`config.mk`:
```
export PLATFORM = sky130hd
export DESIGN_NAME = if_id_buffer
export DESIGN_NICKNAME = d
export VERILOG_FILES = /design/src/rtl/if_id_buffer_pkg.sv /design/src/rtl/if_id_buffer.sv
export SDC_FILE = /design/constraint.sdc
export NUM_CORES = 1
export LEC_CHECK = 0
export ABC_AREA = 1
export CAP_MARGIN = 25
export CORE_MARGIN = 5
export CORE_UTILIZATION = 50
export DETAILED_ROUTE_END_ITERATION = 12
export GPL_TIMING_DRIVEN = 0
export PLACE_DENSITY = 0.89
export SLEW_MARGIN = 20
export SYNTH_ARGS = -nofsm -noshare
export SYNTH_HDL_FRONTEND = slang
export SYNTH_SLANG_ARGS = --single-unit
```
`constraint.sdc`:
```
create_clock -name clk -period 4.61 [get_ports clk]
set_input_delay 1.1525 -clock clk [delete_from_list [all_inputs] [get_ports clk]]
set_output_delay 1.1525 -clock clk [all_outputs]
set_load 0.05 [all_outputs]
```
`src/rtl/if_id_buffer_pkg.sv`:
```
// Shared definitions for the IF/ID pipeline buffer: instruction encodings,
// opcode field layout, FSM state encoding and the immediate-class decoder.
package if_id_buffer_pkg;

   // Canonical no-operation word driven to decode during bubbles and flushes.
   localparam logic [15:0] NOP_WORD = 16'h0000;

   // Opcode field position inside an instruction word.
   localparam int unsigned OPC_MSB = 15;
   localparam int unsigned OPC_LSB = 11;

   // Opcodes whose two top bits match this prefix carry a trailing immediate word.
   localparam logic [1:0] IMM_CLASS = 2'b11;

   // Legacy state encodings, kept as explicit constants for compatibility.
   localparam logic [0:0] S_INSTR_ENC = 1'b0;
   localparam logic [0:0] S_IMM_ENC   = 1'b1;

   typedef enum logic [0:0] {
      S_INSTR = S_INSTR_ENC,   // expecting an opcode word
      S_IMM   = S_IMM_ENC      // expecting the immediate word of a held opcode
   } state_e;

   // True when the word's opcode belongs to the immediate-bearing class.
   function automatic logic is_imm_op(input logic [15:0] word);
      logic [OPC_MSB-OPC_LSB:0] opc;
      opc = word[OPC_MSB:OPC_LSB];
      return (opc[OPC_MSB-OPC_LSB -: 2] == IMM_CLASS);
   endfunction

endpackage

```
`src/rtl/if_id_buffer.sv`:
```
// IF/ID pipeline buffer. Passes single-word instructions through with one
// cycle of latency and assembles opcode+immediate pairs over two cycles,
// inserting one bubble. Supports hazard stalls and branch/interrupt flushes.
module if_id_buffer
   import if_id_buffer_pkg::*;
#(
   parameter int unsigned ADDR_W  = 32,
   parameter int unsigned INSTR_W = 16
) (
   input  logic               clk,
   input  logic               rst,
   input  logic [INSTR_W-1:0] instr_in,
   input  logic [ADDR_W-1:0]  pc_in,
   input  logic               stall,
   input  logic               flush,
   output logic               fetch_en,
   output logic [INSTR_W-1:0] instr_out,
   output logic [INSTR_W-1:0] imm_out,
   output logic [ADDR_W-1:0]  pc_out,
   output logic               has_imm_out,
   output logic               valid_out
);

   localparam logic [INSTR_W-1:0] NOP = INSTR_W'(NOP_WORD);

   state_e               state_q, state_d;
   logic [INSTR_W-1:0]   hold_instr_q, hold_instr_d;
   logic [ADDR_W-1:0]    hold_pc_q, hold_pc_d;
   logic [INSTR_W-1:0]   instr_q, instr_d;
   logic [INSTR_W-1:0]   imm_q, imm_d;
   logic [ADDR_W-1:0]    pc_q, pc_d;
   logic                 has_imm_q, has_imm_d;
   logic                 valid_q, valid_d;

   // Fetch advances whenever the hazard unit is not holding the pipeline.
   always_comb begin
      fetch_en = ~stall;
   end

   // Next-state logic: flush dominates stall; stall freezes everything.
   always_comb begin
      state_d      = state_q;
      hold_instr_d = hold_instr_q;
      hold_pc_d    = hold_pc_q;
      instr_d      = instr_q;
      imm_d        = imm_q;
      pc_d         = pc_q;
      has_imm_d    = has_imm_q;
      valid_d      = valid_q;

      if (flush) begin
         state_d      = S_INSTR;
         hold_instr_d = '0;
         hold_pc_d    = '0;
         instr_d      = NOP;
         imm_d        = '0;
         pc_d         = '0;
         has_imm_d    = 1'b0;
         valid_d      = 1'b0;
      end else if (!stall) begin
         case (state_q)
            S_INSTR: begin
               if (is_imm_op(16'(instr_in))) begin
                  // Park the opcode until its immediate arrives; emit a bubble.
                  hold_instr_d = instr_in;
                  hold_pc_d    = pc_in;
                  instr_d      = NOP;
                  imm_d        = '0;
                  has_imm_d    = 1'b0;
                  valid_d      = 1'b0;
                  state_d      = S_IMM;
               end else begin
                  instr_d   = instr_in;
                  pc_d      = pc_in;
                  imm_d     = '0;
                  has_imm_d = 1'b0;
                  valid_d   = 1'b1;
               end
            end
            S_IMM: begin
               instr_d   = hold_instr_q;
               pc_d      = hold_pc_q;
               imm_d     = instr_in;
               has_imm_d = 1'b1;
               valid_d   = 1'b1;
               state_d   = S_INSTR;
            end
            default: state_d = S_INSTR;
         endcase
      end
   end

   // State and output registers with asynchronous active-high reset.
   always_ff @(posedge clk or posedge rst) begin
      if (rst) begin
         state_q      <= S_INSTR;
         hold_instr_q <= '0;
         hold_pc_q    <= '0;
         instr_q      <= NOP;
         imm_q        <= '0;
         pc_q         <= '0;
         has_imm_q    <= 1'b0;
         valid_q      <= 1'b0;
      end else begin
         state_q      <= state_d;
         hold_instr_q <= hold_instr_d;
         hold_pc_q    <= hold_pc_d;
         instr_q      <= instr_d;
         imm_q        <= imm_d;
         pc_q         <= pc_d;
         has_imm_q    <= has_imm_d;
         valid_q      <= valid_d;
      end
   end

   assign instr_out   = instr_q;
   assign imm_out     = imm_q;
   assign pc_out      = pc_q;
   assign has_imm_out = has_imm_q;
   assign valid_out   = valid_q;

endmodule

```
==> summary.md <==
| Metric | Value |
|---|---|
| Kind of critical path | `in -> out` |
| FF+latch count, synth | `115` |
| Placed instance count | `approximately 900` |
| Total GRT Usage | `roughly 25%` |
| Seq/Total Area, Yosys | `57.54%` |
| Final Wtd Congestion | `approximately 0.87` |
| Post-cts sizing count | `0` |
| Endpoint, Worst Hold | `hold_instr_q[1]$_DFFE_PP0P_` |
| First-pass GRT wire length | `between 20000 and 25000 um` |
| Max-slew headroom | `slightly above 60%` |
| Buf/Inv on CP | `3` |
| Final Worst Setup Slack | `approximately 0.9 ns` |
| Routed Antenna Nets | `0` |
| Largest net degree at the start of global routing | `73` |
| Drt wl/cell | `about 15 um` |
| M2 GR Usage | `43.11%` |
| Critical path's slowest cell | `clkdlybuf4s50_1` |
| Vias per inst | `slightly above 5` |
| Max frequency | `269.6 MHz` |
| Final Cycle Share | `80.45%` |
| Filler cell count | `735` |
| DR pass1 iterations | `4` |
| Hold path start | `hold_instr_q[1]$_DFFE_PP0P_` |
| Max-Cap Viols | `0` |
| Tmin final | `between 3 and 4 ns` |
| Commonest non-fill, non-tap cell in the layout | `nand2_1` |
| Crit path capture type | `primary output` |
| Final core utilization | `a little over two thirds` |
| Area share of the largest cell type after synthesis | `between 50% and 60%` |
| Layout Cells excl Fill | `about 900` |
| Worst Path Required | `~3.5 ns` |
| Pre-CTS setup slack | `~0.9 ns` |
| CTS Buf Count | `17` |
| CP delay by family, top | `buffers and inverters` |
| Vias in the first global route | `roughly 4800` |
| Top post-synthesis cells by area | `dfrtp_1, nand2_1, nand3_1, buf_2, nand4_1` |
| Mapped Nets | `about 680` |
| Most frequent cells in the layout | `nand2_1, clkdlybuf4s50_1, dfrtp_1` |
| Hold Path Class | `reg -> reg` |
| Core area | `about 9800 um^2` |
| Worst R2R End | `pc_out[16]$_DFFE_PP0P_` |
| VDD IR-drop max | `about 0.00028 V` |
| Leakage power | `between 3 and 4 nW` |
| Synthesized cell area | `between 5000 and 6000 um^2` |
| CTS clk-pin slew, worst paths | `0.05 ns` |
| # DRC | `0` |
| R2r startpoint | `state_q$_DFFE_PP0P_` |
| # Post-CTS Setup Buffers | `0` |
| Largest area contributor in the netlist | `dfrtp_1` |
| Die width | `between 100 and 150 um` |
| Worst slew pin tran | `roughly 0.57 ns` |
| HPWL after detailed placement | `approximately 9800 um` |
| NumNets Final | `approximately 810` |
| CTS Hold Bufs | `0` |
| WHS Path Cells | `2` |
| Clk Latency, worst-skew pair | `0.51 ns` |
| Die Y | `roughly 110 um` |
| Pwr Density | `~380 nW/um^2` |
| Starting Density | `51.16%` |
| Avg Cell Area, Syn | `8.014 um^2` |
| Clk sinks | `about 120` |
| Number of core rows | `36` |
| Die area | `approximately 12000 um^2` |
| Ant. Diodes | `0` |
| Crit path top cell by count | `clkdlybuf4s50_1` |
| Reg2reg path depth | `7` |
| Post-Synthesis Cells | `624` |
| Via count | `approximately 4700` |
| Skew final | `between 0.006 and 0.007 ns` |
| Final hold violations | `0` |
| Critical Path AT | `~2.6 ns` |
| RSZ-0062 raised after global routing | `false` |
| Initial antenna violation count | `0` |
| Layout cells sized above 1 | `just over 9%` |
| Met3 Usage GRT | `~5.8%` |
| Routing usage on met1 | `30.46%` |
| YS warnings | `0` |
| PortBufs | `around 120` |
| Finished layout cell area | `6907 um^2` |
| Dpl cell area | `approximately 6400 um^2` |
| CTS Buffer Depth | `2` |
| CP max stage delay | `between 0.8 and 0.9 ns` |
| Post-synth cell types | `17` |
| Gr ovfl total | `0` |
| CP Cell Sequence | `clkdlybuf4s50_1 > inv_2 > clkdlybuf4s50_1` |
| Initial DRC count | `276` |
| Critical-path maximum fanout | `3` |
| Flop2flop setup slack | `3.18 ns` |
| CP Launch Type | `primary input` |
| Root Buffer | `clkbuf_8` |
| CTS tree | `done` |
| H-tree lvl count | `4` |
| Grt peak-use layer | `met2` |
| Final setup fails | `0` |
| Layout area overhead | `38.10%` |
| Total Wirelength | `~14000 um` |
| Outcome | `finished, final reports clean` |
| Slew Limit Fails | `0` |
| I/O pins | `roughly 120` |
## worst min-delay path, stage by stage, from the launching register on
cell and delay [ns]:
dfrtp_1 0.34, nand2_1 0.05, nand2_1 0.05
## stage by stage
step | hold slack [ns] | total power, mW | TNS, ns
floorplan | 0.4345 | 1.311 | 0
global placement | 0.4493 | 1.457 | -118.33
detailed placement | 0.4520 | 1.471 | 0
CTS | 0.4658 | 2.606 | 0
global route | 0.4808 | 2.695 | 0
finish | 0.4686 | 2.598 | 0
## Yosys cell counts (all sizes together)
| cell | n |
|---|---|
| inv | 7 |
| nand3 | 57 |
| buf | 27 |
| dfrtp | 115 |
| nand2 | 383 |
| clkbuf | 10 |
| nand4 | 15 |
| o21ai | 4 |
| nor2 | 5 |
| or2 | 1 |
## per-layer routing
metal,wire (um),up-vias
li1,-,2231
met1,5565,2229
met2,7182,176
met3,981,34
met4,320,0
met5,0,-
## cells by family after synthesis
kind of cell | count (synthesis) | synth area share, %
AO/OA/AOI/OAI | 4 | 0.4003
buffers and inverters | 44 | 4.829
AND/OR/NAND/NOR | 461 | 37.23
flip-flops | 115 | 57.54
## state kept, by name, indices dropped and copies added (netlist names)
name / cells
hold_pc_q: 32
pc_out: 32
hold_instr_q: 16
imm_out: 16
instr_out: 16
has_imm_out: 1
state_q: 1
valid_out: 1
## layout make-up
cell class                 count  area (um^2)  area share, %
timing repair buffer         119         1209          17.50
clock inverter                15        111.4          1.612
multi-input combinational    465         1882          27.25
sequential                   115         2878          41.67
inverter                       7        33.78         0.4891
tap                          133        166.4          2.409
clock buffer                  17        414.1          5.996
buffer                        37        212.7          3.080
## power breakdown
| group | switching, mW | internal (mW) |
|---|---|---|
| registers | 0.0265 | 1.06 |
| clock network | 0.482 | 0.659 |
| logic | 0.244 | 0.130 |
## worst max path at each step
| stage | slack [ns] | depth (start not counted) | endpoint | from |
|---|---|---|---|---|
| final | 0.90 | 3 | fetch_en | stall |
| after detailed placement | 0.91 | 3 | fetch_en | stall |
| after global routing | 0.87 | 3 | fetch_en | stall |
| after floorplan | 0.41 | 1 | has_imm_out$_DFFE_PP0P_ | rst |
| after CTS | 0.91 | 3 | fetch_en | stall |
| after global placement | -1.04 | 2 | imm_out[7]$_DFFE_PP0P_ | rst |
Power figures use the tool's default switching activity.
